[src/rtl/exec_ctrl.sv]
// Sequencer driving an external ALU: IDLE -> FETCH -> EXEC -> WB over a small register file.
// Optional EXEC_CTRL_R0_ZERO_EN: reg[0] is hard-wired to zero and writes to it are dropped.
module exec_ctrl #(
   parameter int DATA_W = 16,
   parameter int ADDR_W = 3
) (
   input  logic              clk,
   input  logic              reset,
   input  logic              start,
   input  logic [ADDR_W-1:0] r_sel,
   input  logic [ADDR_W-1:0] s_sel,
   input  logic [ADDR_W-1:0] dst_sel,
   input  logic [3:0]        op_in,
   input  logic              flag_we,
   input  logic              ext_we,
   input  logic [ADDR_W-1:0] ext_addr,
   input  logic [DATA_W-1:0] ext_data,
   output logic [DATA_W-1:0] R,
   output logic [DATA_W-1:0] S,
   output logic [3:0]        Alu_Op,
   input  logic [DATA_W-1:0] Y,
   input  logic              C,
   input  logic              N,
   input  logic              Z,
   output logic [2:0]        status,
   output logic              busy,
   output logic              done,
   input  logic [ADDR_W-1:0] dbg_addr,
   output logic [DATA_W-1:0] dbg_data
);

   localparam int unsigned NREG = 2**ADDR_W;

   typedef enum logic [1:0] {IDLE, FETCH, EXEC, WB} state_t;
   state_t state, state_nxt;

   logic [DATA_W-1:0] regs [NREG];
   logic [ADDR_W-1:0] r_q, s_q, d_q;
   logic [3:0]        op_q;
   logic              fwe_q;
   logic [DATA_W-1:0] res_q;
   logic [2:0]        flg_q;
   logic              ext_ok, wb_ok;

`ifdef EXEC_CTRL_R0_ZERO_EN
   assign ext_ok = (ext_addr != '0);
   assign wb_ok  = (d_q != '0);
`else
   assign ext_ok = 1'b1;
   assign wb_ok  = 1'b1;
`endif

   always_ff @(posedge clk or posedge reset) begin
      if (reset) state <= IDLE;
      else       state <= state_nxt;
   end

   always_comb begin
      state_nxt = state;
      case (state)
         IDLE:    if (start) state_nxt = FETCH;
         FETCH:   state_nxt = EXEC;
         EXEC:    state_nxt = WB;
         WB:      state_nxt = IDLE;
         default: state_nxt = IDLE;
      endcase
   end

   always_comb begin
      busy = (state != IDLE);
      done = (state == WB);
   end

   always_ff @(posedge clk or posedge reset) begin
      if (reset) begin
         r_q    <= '0;
         s_q    <= '0;
         d_q    <= '0;
         op_q   <= '0;
         fwe_q  <= 1'b0;
         R      <= '0;
         S      <= '0;
         Alu_Op <= '0;
         res_q  <= '0;
         flg_q  <= '0;
         status <= '0;
      end else begin
         case (state)
            IDLE: if (start) begin
               r_q   <= r_sel;
               s_q   <= s_sel;
               d_q   <= dst_sel;
               op_q  <= op_in;
               fwe_q <= flag_we;
            end
            FETCH: begin
               R      <= regs[r_q];
               S      <= regs[s_q];
               Alu_Op <= op_q;
            end
            EXEC: begin
               res_q <= Y;
               flg_q <= {C, N, Z};
            end
            WB: if (fwe_q) status <= flg_q;
            default: ;
         endcase
      end
   end

   // External loads and write-back live in disjoint states, so they never collide.
   always_ff @(posedge clk or posedge reset) begin
      if (reset) begin
         for (int unsigned i = 0; i < NREG; i++) regs[i] <= '0;
      end else if (state == IDLE && ext_we && ext_ok) begin
         regs[ext_addr] <= ext_data;
      end else if (state == WB && wb_ok) begin
         regs[d_q] <= res_q;
      end
   end

   assign dbg_data = regs[dbg_addr];

endmodule

[config.mk]
export PLATFORM = sky130hd
export DESIGN_NAME = exec_ctrl
export DESIGN_NICKNAME = d
export VERILOG_FILES = /design/src/rtl/exec_ctrl.sv
export SDC_FILE = /design/constraint.sdc
export NUM_CORES = 1
export LEC_CHECK = 0
export CAP_MARGIN = 20
export CORE_UTILIZATION = 40
export DETAILED_ROUTE_END_ITERATION = 6
export GPL_TIMING_DRIVEN = 0
export PLACE_DENSITY = 0.67
export SLEW_MARGIN = 5
export SYNTH_ARGS = -nofsm -noshare
export SYNTH_HDL_FRONTEND = slang
export SYNTH_SLANG_ARGS = --single-unit
[constraint.sdc]
create_clock -name clk -period 8.68 [get_ports clk]
set_clock_uncertainty 0.2 [all_clocks]
set_input_delay 1.736 -clock clk [delete_from_list [all_inputs] [get_ports clk]]
set_output_delay 1.736 -clock clk [all_outputs]
set_load 0.02 [all_outputs]
==> metrics.csv <==
metric,value,unit
status,"complete, no violations",
grt-ovfl-total,0,
crit_required,6.74,ns
cp-start-kind,primary input,
grt_pass1_wl,65700,µm
core.rowCount,63,
worstPathArrival,4.25,ns
start_util,0.409,
placed_cell_area,13800,µm²
io_pins,116,
dp_cells,1688,
h-tree-depth,1,
p_sw,2760,µW
drv_cap,0,
cts_hold_buffers,0,
dieWidth,177,µm
core-area,29800,µm²
fill_cells,2813,
clock_sinks,202,
finalCriticalPeriod,6.18,ns
rsz0062_at_grt,false,
route.detailed.drc,0,
power.total,6200,µW
clk_latency,0.52,ns
critPathCaptureType,output pin,
drtAntennaViolNets,0,
synth.avg_cell_area,10.3,µm²
relSlewSlack,0.382,
wl_per_cell,25.2,µm
track_usage,0.280,
ys_seq_elements,202,
synth_nets,1249,
gp_congestion,0.964,
synthDistinctLibCells,42,
synth_area,12200,µm²
drive_gt1_frac,0.131,
path_max_fanout,10,
antenna_found_initial,0,
power_density,425,nW/µm²
post_cts_resized,0,
dieArea,31200,µm²
grt_pass1_vias,10600,
p_seq_frac,0.349,
dr.pass1.iters,5,
dp_slack,2.53,ns
slew_violations,0,
stdcell_count,1729,
antennaDiodeCount,0,
cts_buffer_depth,3,
cts_setup_buffers,0,
tightest_slew,0.927,ns
combPwrFrac,0.490,
syn_inst,1186,
drt_iter0_drc,939,
num_vias,10700,
clockPowerShare,0.161,
design_area,14600,µm²
cts_made_buffers,23,
hold_viol_final,0,
setup_viol,0,
cts-root-buf,clkbuf_16,
drt-vias-per-instance,6.20,
layout_worst_path_cycle_share,0.713,
synthToLayoutAreaGrowth,19.6,%
hold_class,flip-flop to flip-flop,
ys_seq_area_frac,0.415,
die_h,177,µm
fmax,0.162,GHz
leakage,0.00588,µW
synth_warnings,0,
wl,43500,µm
io_buffer_count,111,
cts_tree,built,
fin_ws,2.50,ns
power.internal,3440,µW
hpwl,33400,µm
worst-setup-path-type,primary input to output pin,
fin_nets,1386,
ir_drop,221,µV
power_switching_share,0.445,
clkTransAtPathRegs,0.06,ns
grt_max_degree,111,
[power groups by stage]
| stage | Clock [µW] | Sequential [µW] | Combinational [µW] |
|---|---|---|---|
| floorplan | 0 | 1890 | 2030 |
| detailed placement | 0 | 2120 | 3000 |
| global route | 1040 | 2200 | 3260 |
| CTS | 1010 | 2110 | 3010 |
| global placement | 0 | 2100 | 2940 |
| finish | 996 | 2170 | 3030 |
[cells in the final DEF, fill, tap and decap left out, types with 6 or more instances in the layout]
cell             netlist  layout
nand2_1               56      56
nor2b_1               21      21
o21a_1                47      47
o22ai_1               47      47
a22oi_1               64      64
buf_2                 23      23
nor3_1                48      48
a2bb2oi_1             77      77
mux2i_1              131     131
mux4_2                32      32
clkdlybuf4s50_1        0     111
dfrtp_1              202     202
nand3_1               82      82
clkbuf_16              0      23
inv_1                 37      36
o21ai_0              110     110
mux2_2                57      57
buf_1                  8       8
buf_6                  6       6
clkbuf_1              69      73
nand2b_1              16      16
nor2_1                 9       9
[cell usage after synthesis]
master	n	area share
clkbuf_2	1	0.00041
nand3_1	82	0.034
a22oi_1	64	0.039
buf_1	8	0.0025
mux2i_1	131	0.11
ha_1	4	0.0041
nor2b_1	21	0.011
nor3b_4	1	0.0015
o21bai_2	2	0.0018
nand2_8	1	0.0016
or4b_4	1	0.0011
o31ai_1	1	0.00062
o21ai_1	1	0.00041
buf_2	23	0.0094
o21a_1	47	0.029
nor2_1	9	0.0028
buf_8	1	0.0012
mux2_2	57	0.053
inv_1	37	0.011
nand2_1	56	0.017
and2_0	1	0.00051
buf_6	6	0.0055
o21ai_0	110	0.045
clkbuf_1	69	0.021
nor3_1	48	0.020
mux4_2	32	0.059
nand2b_4	1	0.0011
a2bb2oi_1	77	0.055
or2_2	2	0.0010
nand2b_1	16	0.0082
nand4_1	4	0.0021
nand2_2	3	0.0015
or4b_1	1	0.00082
and2_1	4	0.0021
buf_4	4	0.0025
o22ai_1	47	0.024
a21oi_1	5	0.0021
nand3b_1	1	0.00062
nor3_2	2	0.0016
nor3b_1	1	0.00062
dfrtp_1	202	0.41
or3_1	2	0.0010
[state kept, by name (all words and copies together), names as in the netlist]
signal,cells
d_q,3
flg_q,3
r_q,3
state,2
fwe_q,1
s_q,3
S,16
res_q,16
status,3
Alu_Op,4
op_q,4
R,16
regs,128
[logic make-up (layout without fill, tap and decap cells)]
family | count (synthesis) | after routing | synth area share
fa+ha+maj | 4 | 4 | 0.00411
simple gates | 257 | 257 | 0.110
mux | 220 | 220 | 0.219
flops | 202 | 202 | 0.415
buf+inv | 149 | 302 | 0.0542
compound gates | 354 | 354 | 0.198
[metal layers]
| metal | GRT usage | routed length [µm] | vias up |
|---|---|---|---|
| li1 | - | - | 4747 |
| met1 | 0.402 | 18900 | 5316 |
| met2 | 0.429 | 19200 | 570 |
| met5 | 0 | 0 | - |
| met3 | 0.0549 | 4450 | 79 |
| met4 | 0.0754 | 989 | 0 |
[critical path: stages]
cell,delay [ns]
clkdlybuf4s50_1,0.61
clkbuf_1,0.63
mux4_2,0.41
mux2_2,0.31
clkdlybuf4s50_1,0.54
[final timing paths]
kind / start / end / slack [ns] / depth (start not counted)
max in group asynchronous: reset / R[10] / 5.74 / 3
min in group asynchronous: reset / res_q[1] / 1.53 / 2
min: op_q[2] / op_q[2] / 0.30 / 1
max reg2reg: state[0] / regs[36] / 5.96 / 9
min reg2reg: op_q[2] / op_q[2] / 0.30 / 1
max: dbg_addr[1] / dbg_data[5] / 2.50 / 5
[final cells by class]
cell class / count / area [µm²] / share of cell area
multi-input combinational: 835 / 6470 / 0.444
inverter: 37 / 146 / 0.0100
clock inverter: 9 / 101 / 0.00695
sequential: 202 / 5050 / 0.347
buffer: 112 / 522 / 0.0358
clock buffer: 32 / 659 / 0.0452
tap: 390 / 488 / 0.0335
timing repair buffer: 112 / 1140 / 0.0781
[per-stage QoR]
step                 util  setup TNS [ns]  hold slack [ns]
floorplan               -               0            0.274
global placement    0.463         -320.08            0.278
detailed placement  0.464               0            0.292
CTS                 0.489               0            0.305
global route        0.489               0            0.321
finish              0.489               0            0.304
Note: power is estimated with default switching activity, not from simulation.
==> patch 1, RTL diff (same settings) <==
Build with the macro `EXEC_CTRL_R0_ZERO_EN` defined.
--- a/src/rtl/exec_ctrl.sv
+++ b/src/rtl/exec_ctrl.sv
@@ -1,5 +1,7 @@
 // Sequencer driving an external ALU: IDLE -> FETCH -> EXEC -> WB over a small register file.
 // Optional EXEC_CTRL_R0_ZERO_EN: reg[0] is hard-wired to zero and writes to it are dropped.
+`define EXEC_CTRL_R0_ZERO_EN
+
 module exec_ctrl #(
    parameter int DATA_W = 16,
    parameter int ADDR_W = 3
Formal check against the unedited RTL: not equivalent (a bounded check fails within 4 cycles, from zero or initial values and one cycle with reset high).
==> patch 1 against the unedited design <==
- critical path depth rose by 1
- register-to-register slack lost 0.33 ns
- largest power group unchanged
- count of clock-buffer cells in the layout down 1
- combinational power is 5% lower
- design area fell by 4.2%
- highest routed layer unchanged
- maximum frequency is 3.7% lower
- synthesized area is 6.2% lower
- utilization increased by 1.0 points
- worst setup slack got worse by 0.24 ns
- total power is 7.1% lower
- wire length decreased by 10%
- via count is 13% lower
- sequential cell count is the same
==> patch 1: results (changes against the unedited design) <==
outcome: completed
DP Area: 13100 um2 (-5.2%)
grt met3 use: 7.842% (+2.4 points)
hold_sp: regs[121]
Synth area leaders: dfrtp_1 44%, mux4_2 19%, o221ai_1 5.9%
Worst IR Drop VDD: 0.0001938 V (-12%)
routed wl met3: 4623 um (+3.8%)
pin count of the biggest net entering global routing: 86 (-23%)
top cells by count, synth: 202 x dfrtp_1, 96 x mux4_2, 77 x o221ai_1
met2 WL: 17490 um (-8.8%)
wire length per cell: 27.05 um (+7.5%)
nets: 1113 (-20%)
GPL Wtd Cong: 0.9800 (+1.7%)
DRT iter0 DRCs: 1305 (+39%)
via count: 9288 (-13%)
Cells after Synth: 910 (-23%)
WL met1: 15320 um (-19%)
Distinct cells, synth: 38 (-9.5%)
Worst path slowest cell: buf_1
Net Sw Frac: 40.30% (-4.2 points)
CTS root buf: clkbuf_16
Post-Route WL: 39140 um (-10%)
first-pass GRT wire length: 58790 um (-11%)
cell-internal power: 3437 uW (about the same)
TritonCTS Buffers: 24 (+4.3%)
crit path DAT: 4.49 ns (+0.24 ns)
Clock power frac: 18.9% (+2.8 points)
sequential-to-total area share from yosys stat: 44.19% (+2.7 points)
routing usage on met2: 41.92% (-0.97 points)
Mapped Nets: 973 (-22%)
[patch 1: changes by cell type after synthesis, sizes merged, moves of 30 or more]
cell	delta
nor2	+35
a22oi	-64
o221ai	+77
mux4	+64
o22ai	-45
o21ai	-95
mux2i	-99
nand3	-78
a2bb2oi	-76
nor3	-30
a21oi	+30
[patch 1: final cells by class]
class | instances | area share, %
clock buffers | 31 | 4.928
repair buffers | 114 | 8.458
diodes | 1 | 0.01792
clock inverters | 13 | 1.245
multi-input cells | 592 | 42.03
inverters | 9 | 0.2957
well taps | 378 | 3.387
flip-flops and latches | 202 | 36.20
plain buffers | 107 | 3.441
[patch 1: final timing paths]
path / end / slack (ns) / cells past startpoint
min reg2reg: regs[121] / 0.30 / 1
min: regs[121] / 0.30 / 1
max: dbg_data[10] / 2.26 / 6
max in group asynchronous: res_q[0] / 5.75 / 4
min in group asynchronous: r_q[1] / 1.40 / 2
max reg2reg: regs[34] / 5.63 / 8
==> patch 2, RTL diff (same flow settings) <==
Without the edit above. Re-encode `state_t` (4 states) as one-hot, 4 bits wide.
--- a/src/rtl/exec_ctrl.sv
+++ b/src/rtl/exec_ctrl.sv
@@ -31,7 +31,7 @@
 
    localparam int unsigned NREG = 2**ADDR_W;
 
-   typedef enum logic [1:0] {IDLE, FETCH, EXEC, WB} state_t;
+   typedef enum logic [3:0] {IDLE = 4'b0001, FETCH = 4'b0010, EXEC = 4'b0100, WB = 4'b1000} state_t;
    state_t state, state_nxt;
 
    logic [DATA_W-1:0] regs [NREG];
Formal check against the unedited RTL: same outputs for any inputs over 4 cycles, from zero or initial values and one cycle with reset high; so few cycles prove little.
==> patch 2 against the unedited design <==
- design area down 1.6%
- first-iteration DRC count rose by 4.6%
- critical path depth stayed put
- worst setup slack got worse by 0.20 ns
- die area decreased by 0.84%
- sequential cell count increased by 2
- maximum frequency shrank 3.1%
- total power down 24%
- wire length down 7.6%
- synthesized area down 0.85%
- count of clock-buffer cells in the layout grew 5
- critical path type unchanged
- highest routed layer unchanged
==> patch 2: results (changes against the unedited design) <==
Inverters: 4 (-89%)
Synth area leaders: dfrtp_1 42%, mux4_2 18%, mux2_2 13%
Setup WS pre-CTS: 2.317 ns (-0.2084 ns)
layout filler cell count: 2650 (-5.8%)
Post-DP HPWL: 27790 um (-17%)
register area: 5106 um2 (+1.0%)
vias in the first global route: 9281 (-12%)
Non-Filler Instances: 1412 (-18%)
complex-gate fraction of the synthesized area: 12.56% (-7.2 points)
DP Area: 13570 um2 (-1.9%)
I/O Buffers: 95 (-14%)
multi-input gates: 577 (-31%)
DRT iter0 DRCs: 982 (+4.6%)
First-pass DRT Iterations: 7 (+2)
GPL Wtd Cong: 0.9115 (-5.4%)
first-pass GRT wire length: 60020 um (-8.7%)
Cells after Synth: 882 (-26%)
Mapped Nets: 941 (-25%)
via count: 9101 (-15%)
Distinct cells, synth: 36 (-14%)
crit path DAT: 4.44 ns (+0.19 ns)
area of the multi-input gates: 6544 um2 (+1.1%)
hold_sp: status[0]
outcome: completed
Clock buffer cells: 37 (+16%)
total track usage: 26.51% (-1.5 points)
sequential-to-total area share from yosys stat: 42.25% (+0.78 points)
Worst IR Drop VDD: 0.0001576 V (-29%)
Clock Sinks: 204 (+0.99%)
proportion of layout cells with a drive suffix above 1: 31.70% (+19 points)
top cells by count, synth: 203 x dfrtp_1, 139 x mux2_2, 96 x mux4_2
Buffers excl. clock: 196 (-13%)
n_diodes: 0 (unchanged)
Adder-Cell Fraction of Synth Area: 0% (-0.41 points)
Clock buf/inv share: 5.196% (-0.020 points)
nets: 1065 (-23%)
reg-to-reg startpoint: state[0]
==> patch 2: cell count changes after synthesis, moves of 52 or more <==
cell / unedited run / this run
a2bb2oi_1: 77 / 0
a32o_1: 0 / 64
mux2_2: 57 / 139
mux2i_1: 131 / 32
mux4_2: 32 / 96
nand2_1: 56 / 4
nand3_1: 82 / 0
o21ai_0: 110 / 0
==> patch 2: routing by layer <==
| layer | part of all wire (%) | GRT usage, % |
|---|---|---|
| met4 | 3.4 | 10.11 |
| met5 | 0 | 0 |
| met2 | 46 | 40.89 |
| met1 | 39 | 35.29 |
| met3 | 12 | 7.641 |
==> patch 2: cells by family (layout without fill, tap and decap cells) <==
kind of cell / after synthesis / after routing
buffers and inverters: 101 / 241
DFF: 204 / 204
AOI/OAI and AO/OA: 185 / 185
and+or+nand+nor: 96 / 96
muxes: 296 / 296
==> patch 2: critical path, cell delays in order <==
cell and delay [ns]:
clkdlybuf4s50_1 0.61, clkbuf_1 0.80, mux4_2 0.43, mux2_2 0.31, clkdlybuf4s50_1 0.54
==> patch 2: path summary, 6_finish.rpt <==
path	to	slack [ns]	cells past startpoint
min reg2reg	status[0]	0.30	1
min	status[0]	0.30	1
min in group asynchronous	state[2]	1.55	2
max	dbg_data[8]	2.30	5
max in group asynchronous	res_q[8]	5.69	3
max reg2reg	regs[83]	5.31	6
==> patch 2: stage by stage <==
stage / hold WS (ns) / util, %
after global placement: 0.2833 / 45.51
after floorplan: 0.2750 / -
final: 0.3021 / 48.30
after CTS: 0.3044 / 48.16
after global routing: 0.3252 / 48.30
after detailed placement: 0.2912 / 45.65
==> patch 2: power breakdown <==
group | leakage, uW | internal (uW) | switching [uW]
clock | 0.000364 | 577 | 408
combinational | 0.00293 | 968 | 1160
sequential | 0.00266 | 1250 | 309
total | 0.00595 | 2800 | 1880
